--- config.mk ---
export PLATFORM = sky130hd
export DESIGN_NAME = control_unit
export DESIGN_NICKNAME = d
export VERILOG_FILES = /design/src/rtl/rv_pkg.sv /design/src/rtl/ctrl_decode.sv /design/src/rtl/control_unit.sv
export SDC_FILE = /design/constraint.sdc
export NUM_CORES = 1
export LEC_CHECK = 0
export ABC_AREA = 1
export CAP_MARGIN = 0
export CORE_MARGIN = 4
export CORE_UTILIZATION = 38
export DETAILED_ROUTE_END_ITERATION = 12
export MAX_ROUTING_LAYER = met4
export PLACE_DENSITY = 0.81
export RECOVER_POWER = 50
export SLEW_MARGIN = 10
export SYNTH_ARGS = -nofsm -noshare
export SYNTH_HDL_FRONTEND = slang
export SYNTH_SLANG_ARGS = --single-unit
export TNS_END_PERCENT = 5
--- constraint.sdc ---
create_clock -name clk -period 1.1 [get_ports clk]
set_input_delay 0.165 -clock clk [delete_from_list [all_inputs] [get_ports clk]]
set_output_delay 0.165 -clock clk [all_outputs]
set_load 0.01 [all_outputs]
--- src/rtl/rv_pkg.sv ---
// Shared RV32I decode definitions: opcode encodings, ALUOp codes and the
// packed control bundle carried from ID into the ID/EX pipeline register.
package rv_pkg;

  // Base opcodes (instruction bits [6:0]) handled by this datapath.
  localparam logic [6:0] OP_R      = 7'b0110011;
  localparam logic [6:0] OP_IMM    = 7'b0010011;
  localparam logic [6:0] OP_LOAD   = 7'b0000011;
  localparam logic [6:0] OP_STORE  = 7'b0100011;
  localparam logic [6:0] OP_BRANCH = 7'b1100011;

  // All-zero opcode is the pipeline bubble, not an illegal instruction.
  localparam logic [6:0] OP_BUBBLE = 7'b0000000;

  // ALU operation class handed to the ALU control stage.
  localparam logic [1:0] ALUOP_ADD   = 2'b00;
  localparam logic [1:0] ALUOP_SUB   = 2'b01;
  localparam logic [1:0] ALUOP_FUNCT = 2'b10;

  // Control bundle; field order matches ex_ctrl[7:0] MSB first.
  typedef struct packed {
    logic       mem_read;
    logic       mem_write;
    logic       mem_to_reg;
    logic       branch;
    logic       alu_src;
    logic       reg_write;
    logic [1:0] alu_op;
  } ctrl_t;

  localparam ctrl_t CTRL_NOP = '0;

endpackage

--- src/rtl/ctrl_decode.sv ---
// Purely combinational opcode -> control bundle decoder. Any opcode that
// does not exactly match a supported encoding (including X/Z bits, which
// never match a case item) falls into the default NOP bundle.
module ctrl_decode
  import rv_pkg::*;
(
  input  logic [6:0] opcode,
  output ctrl_t      ctrl,
  output logic       illegal_op,
  output logic       is_bubble
);

  // Main decode table; unlisted fields stay 0 from the defaults.
  always_comb begin
    ctrl       = CTRL_NOP;
    illegal_op = 1'b0;
    is_bubble  = 1'b0;
    case (opcode)
      OP_R: begin
        ctrl.reg_write = 1'b1;
        ctrl.alu_op    = ALUOP_FUNCT;
      end
      OP_IMM: begin
        ctrl.alu_src   = 1'b1;
        ctrl.reg_write = 1'b1;
        ctrl.alu_op    = ALUOP_FUNCT;
      end
      OP_LOAD: begin
        ctrl.mem_read   = 1'b1;
        ctrl.mem_to_reg = 1'b1;
        ctrl.alu_src    = 1'b1;
        ctrl.reg_write  = 1'b1;
        ctrl.alu_op     = ALUOP_ADD;
      end
      OP_STORE: begin
        ctrl.mem_write = 1'b1;
        ctrl.alu_src   = 1'b1;
        ctrl.alu_op    = ALUOP_ADD;
      end
      OP_BRANCH: begin
        ctrl.branch = 1'b1;
        ctrl.alu_op = ALUOP_SUB;
      end
      OP_BUBBLE: begin
        is_bubble = 1'b1;
      end
      default: begin
        illegal_op = 1'b1;
      end
    endcase
  end

endmodule

--- src/rtl/control_unit.sv ---
// RV32I main control unit: combinational decode for the ID stage, a
// registered copy of the bundle for the ID/EX register (rst > flush >
// stall > load), and sticky/saturating illegal-opcode bookkeeping.
//
// Valid semantics: in_valid qualifies opcode as a real instruction in ID.
// ex_valid marks the ID/EX slot as holding a legal, non-bubble instruction;
// it follows the same hold/flush rules as ex_ctrl. There is no ready
// back-pressure path: stall is the only hold mechanism.
module control_unit
  import rv_pkg::*;
#(
  parameter int CNT_W = 8
) (
  input  logic             clk,
  input  logic             rst,
  input  logic [6:0]       opcode,
  input  logic             in_valid,
  input  logic             stall,
  input  logic             flush,
  output logic             MemRead,
  output logic             MemWrite,
  output logic             MemToReg,
  output logic             Branch,
  output logic             ALUSrc,
  output logic             RegWrite,
  output logic [1:0]       ALUOp,
  output logic             illegal_op,
  output logic [7:0]       ex_ctrl,
  output logic             ex_valid,
  output logic             illegal_seen,
  output logic [CNT_W-1:0] illegal_count
);

  ctrl_t            dec_ctrl;
  logic             dec_illegal;
  logic             dec_bubble;
  ctrl_t            ex_ctrl_q;
  logic             ex_valid_q;
  logic             seen_q;
  logic [CNT_W-1:0] cnt_q;
  logic             load_en;
  logic             count_en;

  ctrl_decode u_decode (
    .opcode     (opcode),
    .ctrl       (dec_ctrl),
    .illegal_op (dec_illegal),
    .is_bubble  (dec_bubble)
  );

  // Expose the decoded bundle on the individual combinational outputs.
  always_comb begin
    MemRead    = dec_ctrl.mem_read;
    MemWrite   = dec_ctrl.mem_write;
    MemToReg   = dec_ctrl.mem_to_reg;
    Branch     = dec_ctrl.branch;
    ALUSrc     = dec_ctrl.alu_src;
    RegWrite   = dec_ctrl.reg_write;
    ALUOp      = dec_ctrl.alu_op;
    illegal_op = dec_illegal;
  end

  // A load cycle is one where neither flush nor stall holds the slot;
  // illegal bookkeeping only counts real illegal instructions on such cycles.
  always_comb begin
    load_en  = ~flush & ~stall;
    count_en = load_en & in_valid & dec_illegal;
  end

  // ID/EX control register with flush winning over stall.
  always_ff @(posedge clk) begin
    if (rst) begin
      ex_ctrl_q  <= CTRL_NOP;
      ex_valid_q <= 1'b0;
    end else if (flush) begin
      ex_ctrl_q  <= CTRL_NOP;
      ex_valid_q <= 1'b0;
    end else if (load_en) begin
      ex_ctrl_q  <= dec_ctrl;
      ex_valid_q <= in_valid & ~dec_illegal & ~dec_bubble;
    end
  end

  // Sticky illegal flag and saturating counter; only reset clears them.
  always_ff @(posedge clk) begin
    if (rst) begin
      seen_q <= 1'b0;
      cnt_q  <= '0;
    end else if (count_en) begin
      seen_q <= 1'b1;
      if (cnt_q != {CNT_W{1'b1}}) begin
        cnt_q <= cnt_q + CNT_W'(1);
      end
    end
  end

  // Drive registered outputs.
  always_comb begin
    ex_ctrl       = ex_ctrl_q;
    ex_valid      = ex_valid_q;
    illegal_seen  = seen_q;
    illegal_count = cnt_q;
  end

endmodule

==> summary.txt <==
Floorplan
  • Initial Util: 0.415
  • Die width: 58.1 um
  • Core area: 2300 sq um
  • # IOs: 39
  • Die Y: 58.1 um
  • Die area: 3370 sq um
  • FP Rows: 17

Logic synthesis
  • Largest family of logic cells by synthesized area: simple AND/OR/NAND/NOR gates
  • Synth Area in Compound Gates: 0.152
  • Post-synthesis mux area share: 0
  • Seq cells post-synth: 17
  • Synth Area per Inst: 6.96 sq um
  • Post-Synthesis Cells: 137
  • Main area contributors after synthesis: dfxtp_1, nand2_1, a21oi_1
  • XOR/XNOR Fraction of Synth Area: 0.0276
  • Synth Area in Adders: 0.0131
  • Register area share after synthesis: 0.357
  • Simple-gate share of the synthesized area: 0.352
  • Post-synth cell types: 23
  • Mapped Nets: 150
  • Netlist Area Pre-Place: 953 sq um
  • Largest area contributor in the synthesized netlist: dfxtp_1
  • Syn. warnings: 0
  • Area share of the largest cell type after synthesis: 0.357

STA
  • Crit path time final: 1.25 ns
  • RSZ-0062 raised after global routing: yes
  • Max frequency: 800 MHz
  • Final worst setup slack: -0.150 ns
  • Setup Skew: 0.00748 ns
  • Period utilization: 1.14
  • Final setup fails: 11
  • Worst Tran Pin Value: 0.314 ns
  • Final slew viol count: 0
  • Hold Fails Final Rpt: 0
  • Max_slew headroom: 0.789

Clock tree
  • CTS Buf Count: 3
  • Root Driver: clkbuf_4
  • CTS Hold Bufs: 0
  • Register clock-pin slew on the reported worst setup and hold paths: 0.10 ns
  • Clk_lat worst skew: 0.29 ns
  • H-tree levels: 1
  • CTS max path bufs: 2
  • CTS tree: yes
  • CTS Sinks: 17

Layout
  • ANT cells: 0
  • Area of the multi-input gates: 662 sq um
  • Final Util: 0.754
  • Fillers: 165
  • Register area: 355 sq um
  • Final Cell Area: 1730 sq um
  • Layout cell share with drive strength beyond 1: 0.510
  • Area Overhead vs Synth: 81.6%
  • Nets: 224
  • Post-route non-filler standard cell count: 238

Place
  • Placer congestion estimate: 0.866
  • Port bufs: 38
  • Placed Instance Area: 1570 sq um
  • DP HPWL: 2310 um
  • Placed cells: 226
  • Worst slack at placement: -0.881 ns

Detailed routing
  • 1st-iter DRT viols: 36
  • Post-route ant nets: 0
  • Routed len/inst: 13.9 um
  • Via/cell ratio: 4.82
  • TritonRoute pass-1 iters: 4
  • Drt drc: 0
  • Detailed-route via count: 1148
  • Final WL: 3320 um

Worst setup path
  • CP endpoint kind: register
  • R2R Path Start: illegal_count[0]
  • CP Launch Type: primary input
  • CP peak stage delay: 0.51 ns
  • Critical Path Fanout Max: 6
  • Crit Path Class: primary input to register
  • CP Data Required Time: 1.33 ns
  • CP cell instances: clkdlybuf4s50_1 > nand2_2 > o21bai_4 > nor2_8 > buf_4 > nand3_1 > a21oi_2
  • Crit path DAT: 1.48 ns
  • Flop-to-flop setup slack: -0.12 ns
  • Launch point of the worst path: in_valid
  • CP max-delay cell: clkdlybuf4s50_1

GRT
  • Number of global-route vias before repair: 1171
  • Total grt overflow: 0
  • First-pass GRT wire length: 5110 um
  • Tot GR Track Use: 0.202
  • Largest net degree at the start of global routing: 11
  • Antenna violations before repair: 0

Power and ir drop
  • Leak: 0.845 nW
  • Pwr Density: 687 nW/um^2
  • Overall Power: 1.19 mW
  • Worst vdd ir: 0.537 mV

Job
  • Total of max-cap violations: 0

Min path
  • Hold crit path type: primary input to register
  • Worst Hold Launch: opcode[4]

Status
  • Failing checks: negative setup slack
  • Outcome: finished with violations
flip-flops by register name (all words and copies together), names as in the netlist:
register and flops:
illegal_count 8, ex_valid 1, illegal_seen 1, ex_ctrl 7
cells by family after synthesis:
group                    after synthesis
AO/OA/AOI/OAI                         24
XOR/XNOR                               3
adder cells (fa/ha/maj)                1
buffers and inverters                 23
AND/OR/NAND/NOR                       69
flip-flops                            17
stage by stage:
step	hold slack [ns]	TNS (ns)
after floorplan	0.327	-0.227
after global placement	0.455	-13.97
after detailed placement	0.457	-15.63
after CTS	0.344	-0.812
after global routing	0.283	-2.26
final	0.276	-1.01
power by group:
part           total, mW  internal [mW]  switching (mW)  leakage [nW]
Sequential         0.632          0.624         0.00820         0.142
Combinational      0.227          0.102           0.125         0.685
Clock              0.330          0.135           0.195        0.0177
Total               1.19          0.861           0.328         0.845
timing repair:
| action | in CTS | in global routing |
|---|---|---|
| endpoints found under the hold margin | 0 | 0 |
| pin swaps | 8 | 11 |
| gates resized for setup | 103 | 46 |
| buffers inserted | 2 | 6 |
| setup endpoints to repair | 44 | 36 |
layout make-up:
type,instances,area share
repair buffers,72,0.332
multi-input cells,97,0.382
inverters,20,0.0448
flip-flops and latches,17,0.205
clock buffers,3,0.0130
well taps,28,0.0202
clock inverters,1,0.00289
worst max-delay path, delay by kind of cell:
| kind | cells | cell delay [ns] |
|---|---|---|
| buffers and inverters | 2 | 0.66 |
| AO/OA/AOI/OAI | 2 | 0.33 |
| AND/OR/NAND/NOR | 3 | 0.33 |
worst paths after layout:
check | end | depth (start not counted)
max | illegal_count[7] | 7
min | ex_ctrl[1] | 4
max reg2reg | illegal_count[7] | 7
min reg2reg | ex_ctrl[0] | 2
layer usage:
metal / share of wire / track usage / vias to the layer above
met4: 0.023 / 0.0960 / 0
met3: 0.046 / 0.0245 / 8
met5: 0 / - / -
li1: - / - / 578
met1: 0.38 / 0.208 / 526
met2: 0.55 / 0.376 / 36
synth_stat cells:
library cell and instances:
inv_1 19, ha_1 1, clkbuf_1 1, nand3_2 1
xor2_1 3, o21ai_1 1, nand2_2 3, nand2_1 30
o21ai_0 6, nor2_4 2, a21oi_1 15, nand4_1 3
a21oi_4 1, dfxtp_1 17, nor2_2 1, nand3_1 9
nor3_1 2, nand2_4 1, nor2_1 16, buf_4 2
o21bai_4 1, inv_2 1, nor2_8 1
placed cells by master (no fill, tap or decap), types with 2 or more instances in the layout:
cell type        count
dfxtp_2              6
dlygate4sd2_1        4
buf_6                6
clkdlybuf4s15_1     10
a21oi_2              6
inv_2                3
clkbuf_2             4
nand4_1              3
nand3_1              8
o21ai_0              5
nand2_1             21
inv_1               16
nor2_4               8
clkbuf_4             3
dfxtp_4              2
dfxtp_1              9
buf_2               11
buf_4               32
a21oi_1              9
dlymetal6s2s_1       2
nand2_4              3
xor2_1               3
nor2_1               9
nand2_2             10
nor2_2               2
(Power assumes the default switching activity.)
